[src/rtl/parity_check_serial.sv]
// ---------------------------------------------------------------------------
// parity_check_serial
//
// Serial-input parity checker. A frame is DATA_W data bits (MSB first)
// followed by one parity bit, each qualified by bit_valid. The data word is
// deserialised and its parity is checked in even or odd mode. The mode is
// latched when the frame starts. A saturating error counter and a sticky
// error flag give status readback.
//
// Parameters
//   DATA_W     data bits per frame (1..64)
//   CNT_W      error counter width (1..32)
//
// Ports
//   clk        system clock, rising edge
//   rst        synchronous active-high reset
//   odd_mode   0 = even parity, 1 = odd parity; sampled when start is taken
//   start      begins a frame; honoured only while idle
//   bit_in     serial data/parity bit
//   bit_valid  bit_in is valid this cycle
//   clr_cnt    clears err_cnt and err_sticky
//   busy       frame in progress
//   data_out   last deserialised data word (held until the next done)
//   done       one-cycle pulse when a frame completes
//   pc         parity error of the last frame (1 = error)
//   err_cnt    saturating count of frames with a parity error
//   err_sticky set by any parity error; cleared by clr_cnt or rst
// ---------------------------------------------------------------------------
module parity_check_serial #(
  parameter int DATA_W = 3,
  parameter int CNT_W  = 8
) (
  input  logic              clk,
  input  logic              rst,
  input  logic              odd_mode,
  input  logic              start,
  input  logic              bit_in,
  input  logic              bit_valid,
  input  logic              clr_cnt,
  output logic              busy,
  output logic [DATA_W-1:0] data_out,
  output logic              done,
  output logic              pc,
  output logic [CNT_W-1:0]  err_cnt,
  output logic              err_sticky
);

  // The bit counter can reach DATA_W, so it is sized for that value.
  localparam int               BC_W     = $clog2(DATA_W + 1);
  localparam logic [BC_W-1:0]  LAST_BIT = BC_W'(DATA_W - 1);
  localparam logic [CNT_W-1:0] CNT_MAX  = '1;

  typedef enum logic [1:0] {
    S_IDLE,
    S_DATA,
    S_PAR
  } state_t;

  state_t              r_state;
  state_t              w_state_nxt;
  logic [DATA_W-1:0]   r_shift;
  logic                r_acc;
  logic [BC_W-1:0]     r_bit_cnt;
  logic                r_mode;
  logic [DATA_W-1:0]   r_data_out;
  logic                r_done;
  logic                r_pc;
  logic [CNT_W-1:0]    r_err_cnt;
  logic                r_sticky;

  logic                w_start_take;
  logic                w_data_take;
  logic                w_data_last;
  logic                w_par_take;
  logic                w_err;
  logic                w_err_frame;

  assign w_start_take = (r_state == S_IDLE) && start;
  assign w_data_take  = (r_state == S_DATA) && bit_valid;
  assign w_data_last  = w_data_take && (r_bit_cnt == LAST_BIT);
  assign w_par_take   = (r_state == S_PAR) && bit_valid;
  // The accumulator holds the XOR of the data bits. XORing in the parity bit
  // and the mode gives 1 exactly when the frame's ones count is wrong.
  assign w_err        = r_acc ^ bit_in ^ r_mode;
  assign w_err_frame  = w_par_take && w_err;

  // NOTE: every signal written in always_comb gets a default first, so no
  //       path leaves it unassigned and no latch is inferred.
  always_comb begin
    w_state_nxt = r_state;
    unique case (r_state)
      S_IDLE:  if (start)       w_state_nxt = S_DATA;
      S_DATA:  if (w_data_last) w_state_nxt = S_PAR;
      S_PAR:   if (bit_valid)   w_state_nxt = S_IDLE;
      default:                  w_state_nxt = S_IDLE;
    endcase
  end

  // NOTE: sequential state uses non-blocking assignments only. All flops
  //       read the pre-edge values, so the order of the statements does not
  //       matter.
  always_ff @(posedge clk) begin
    if (rst) r_state <= S_IDLE;
    else     r_state <= w_state_nxt;
  end

  // NOTE: the datapath registers are few and are not a memory, so all of
  //       them are reset. This gives defined outputs straight out of reset.
  always_ff @(posedge clk) begin
    if (rst) begin
      r_shift    <= '0;
      r_acc      <= 1'b0;
      r_bit_cnt  <= '0;
      r_mode     <= 1'b0;
      r_data_out <= '0;
      r_done     <= 1'b0;
      r_pc       <= 1'b0;
      r_err_cnt  <= '0;
      r_sticky   <= 1'b0;
    end else begin
      r_done <= 1'b0;

      if (w_start_take) begin
        r_mode    <= odd_mode;
        r_acc     <= 1'b0;
        r_bit_cnt <= '0;
      end

      if (w_data_take) begin
        // New bit enters at the LSB. Earlier bits move toward the MSB, which
        // puts the first (MSB-first) bit at the top after DATA_W shifts.
        r_shift   <= (r_shift << 1) | DATA_W'(bit_in);
        r_acc     <= r_acc ^ bit_in;
        r_bit_cnt <= r_bit_cnt + BC_W'(1);
      end

      if (w_par_take) begin
        r_done     <= 1'b1;
        r_data_out <= r_shift;
        r_pc       <= w_err;
      end

      // When a clear meets an error completion, the new error is kept.
      if (clr_cnt) begin
        r_err_cnt <= w_err_frame ? CNT_W'(1) : '0;
        r_sticky  <= w_err_frame;
      end else if (w_err_frame) begin
        if (r_err_cnt != CNT_MAX) r_err_cnt <= r_err_cnt + CNT_W'(1);
        r_sticky <= 1'b1;
      end
    end
  end

  assign busy       = (r_state != S_IDLE);
  assign data_out   = r_data_out;
  assign done       = r_done;
  assign pc         = r_pc;
  assign err_cnt    = r_err_cnt;
  assign err_sticky = r_sticky;

endmodule

[config.mk]
export PLATFORM = sky130hd
export DESIGN_NAME = parity_check_serial
export DESIGN_NICKNAME = d
export VERILOG_FILES = /design/src/rtl/parity_check_serial.sv
export SDC_FILE = /design/constraint.sdc
export NUM_CORES = 1
export LEC_CHECK = 0
export CAP_MARGIN = 20
export CORE_ASPECT_RATIO = 1.4
export CORE_MARGIN = 3
export CORE_UTILIZATION = 43
export DETAILED_ROUTE_END_ITERATION = 8
export GPL_TIMING_DRIVEN = 0
export PLACE_DENSITY = 0.79
export SLEW_MARGIN = 5
export SYNTH_ARGS = -nofsm -noshare
export SYNTH_HDL_FRONTEND = slang
export SYNTH_SLANG_ARGS = --single-unit
[constraint.sdc]
create_clock -name clk -period 1.7 [get_ports clk]
set_clock_uncertainty 0.2 [all_clocks]
set_input_delay 0.34 -clock clk [delete_from_list [all_inputs] [get_ports clk]]
set_output_delay 0.34 -clock clk [all_outputs]
set_load 0.05 [all_outputs]
==> out/results.ini, run 1 <==
[die]
fp.dieArea_sq_um=2950
die_width_microns=46.8
start_util_pct=45.5
die_y_microns=63.1
ios=22
fp-row-count=20
core-area_sq_um=2200

[yosys]
synth_top_area_share_pct=45.9
syn-num-nets=122
yosysWarnings=0
yosysMostFrequentCell=dfxtp_1
synth_common_cells=23 x dfxtp_1, 19 x nor2_1, 14 x a21oi_1
netlist_area_sq_um=1000
synth_edf_count=0
synth_seq_cells=23
synth_cells=113
synthDistinctLibCells=32
synth_top_flop_cell=dfxtp_1
synth-seq-area-share_pct=45.9
ys_top_cells_by_area=dfxtp_1 46%, nor2_1 7.1%, a21oi_1 7.0%
asyncSetResetFlopFracSynth_pct=0
syn_area_per_cell_sq_um=8.87
yosys.area.top_type=dfxtp_1

[final_layout]
fin_nets=160
synthToLayoutAreaGrowth_pct=39.7
n_fill_cell=198
drive_gt1_share_pct=36.7
n_antenna_cell=0

[clock_tree]
numCtsBuffers=3
path_clk_slew_ns=0.13
clock_path_buffers=2
root_buffer=clkbuf_4
clock_sinks=23
tritoncts=done
cts_max_level=1
postCtsHoldBufs=0
clk_latency_ns=0.31

[critical_path]
cpPeakStageDelay_ns=0.39
crit_arrival_ns=1.87
crit_type=flop to flop
crit_chain=ha_4 -> and4_4 -> a211o_1 -> or3_1 -> a21oi_1
startpoint_type=flop
critPathBufInv=0
critPathRequiredTime_ns=1.76
cp_slowest_cell=dfxtp_4
crit_path_end_kind=flop
cpLargestDelayFamily=simple AND/OR/NAND/NOR gates
crit_fanout=5

[run_status]
violations=negative setup slack
outcome=complete, but fails checks

[detailed_routing]
dr.pass1.iters=4
vias_per_cell=5.49
post_drt_wl_per_cell_microns=13.6
drtIter0Drc=23
remaining_drc_errors=0
wl_mm=2.35
vias=944
antenna_violating_nets_post_route=0

[timing]
tightestPinTransition_ns=0.406
setup_tns_ns=-0.348
rsz0062_at_grt=yes
fin_crit_ns=1.81
setup_ws_ns=-0.110
fmax_mhz=552
min_period_over_period_pct=106
hold_violations=0
slew_viol_final=0
final-setup-viol-count=6
relSlewSlack_pct=72.9

[hold_path]
hp-class=primary input to flop

[place]
detailed_place_hpwl_mm=1.60
place.gp.congestion=0.762
dpl_worst_slack_ns=-0.565
io_buffers=20

[global_route]
grt_overflow=0
antenna_found_initial=0
grt_usage_pct=17.5
grt_pass1_vias=930
grt_max_degree=14
grt_pass1_wl_mm=3.97

[power_and_ir_drop]
ir_worst_vdd_mv=0.419
p_leak_uw=0.000594
powerDensity_nw_per_um2=640

[run]
cap_violations=0

[state kept, by name, summed over array words and instances, names as in the netlist]
| name | flops |
|---|---|
| err_sticky | 1 |
| r_acc | 1 |
| r_bit_cnt | 2 |
| done | 1 |
| data_out | 3 |
| r_mode | 1 |
| r_state | 2 |
| r_shift | 3 |
| pc | 1 |
| err_cnt | 8 |
[stage by stage]
| stage | area, sq um | hold slack (ns) | util (%) | total power (uW) | cells |
|---|---|---|---|---|---|
| 6_report | 1400 | 0.198 | 63.6 | 896 | 172 |
| 5_1_grt | 1400 | 0.225 | 63.6 | 934 | 172 |
| 4_1_cts | 1370 | 0.206 | 62.1 | 887 | 164 |
| 3_5_place_dp | 1260 | 0.257 | 57.2 | 635 | 155 |
| 3_3_place_gp | 1260 | 0.251 | 57.2 | 632 | 155 |
| 2_1_floorplan | 1030 | 0.237 | - | 606 | 113 |
[cells in the final DEF (no fill, tap or decap), drive strengths merged, types with 2 or more instances in the layout]
master / n
clkdlybuf4s50: 3
or3: 2
nor3: 2
or3b: 2
buf: 20
a21oi: 14
clkdlybuf4s15: 7
a31o: 2
nand3: 3
nand2: 7
clkbuf: 8
inv: 3
ha: 2
a211oi: 2
nor2: 19
mux2i: 6
nand3b: 2
o21ai: 5
dfxtp: 23
and3: 2
[final timing paths]
| check | cells after the start | start | to | slack (ns) |
|---|---|---|---|---|
| worst min register to register | 2 | r_mode | r_mode | 0.28 |
| worst max-delay path | 5 | err_cnt[0] | err_cnt[7] | -0.11 |
| worst max register to register | 5 | err_cnt[0] | err_cnt[7] | -0.11 |
| worst min-delay path | 2 | rst | r_state[1] | 0.20 |
[report_power, final]
group          internal, uW  switching, uW
Combinational          41.1           50.2
Sequential              543           4.11
Clock                  88.0            170
[area by class of cell]
class | count | area (sq um) | share of cell area, %
Tap cell | 22 | 27.5 | 1.97
Inverter | 3 | 11.3 | 0.804
Clock buffer | 3 | 22.5 | 1.61
Clock inverter | 1 | 5.00 | 0.357
Sequential cell | 23 | 473 | 33.8
Buffer | 4 | 16.3 | 1.16
Timing Repair Buffer | 33 | 268 | 19.1
Multi-Input combinational cell | 83 | 577 | 41.2
[what timing repair did]
| action | CTS | global route |
|---|---|---|
| setup endpoints to repair | 24 | 13 |
| pin swaps | 4 | 9 |
| setup buffers | 5 | 8 |
| resized for setup | 53 | 22 |
[layer usage]
layer	wire length [microns]	global-route usage, %
met5	0	0
met4	34	5.88
met3	94	2.86
met2	1240	29.3
met1	976	21.7
[kinds of logic after synthesis]
logic type	count (synthesis)	share of synthesized area, %
AO/OA/AOI/OAI	27	15.9
XOR/XNOR	1	2.25
adder cells (fa/ha/maj)	2	2.50
buffers and inverters	7	2.75
flip-flops	23	45.9
multiplexers	6	5.99
AND/OR/NAND/NOR	47	24.7
Note: power is estimated with default switching activity, not from simulation.
==> run 2, diff against run 1 <==
- CTS_CLUSTER_DIAMETER: not set -> 120
- HOLD_SLACK_MARGIN: not set -> 0.12
==> results of run 2 <==
Same layout as run 1: the final DEF is identical, and so are final timing and power.
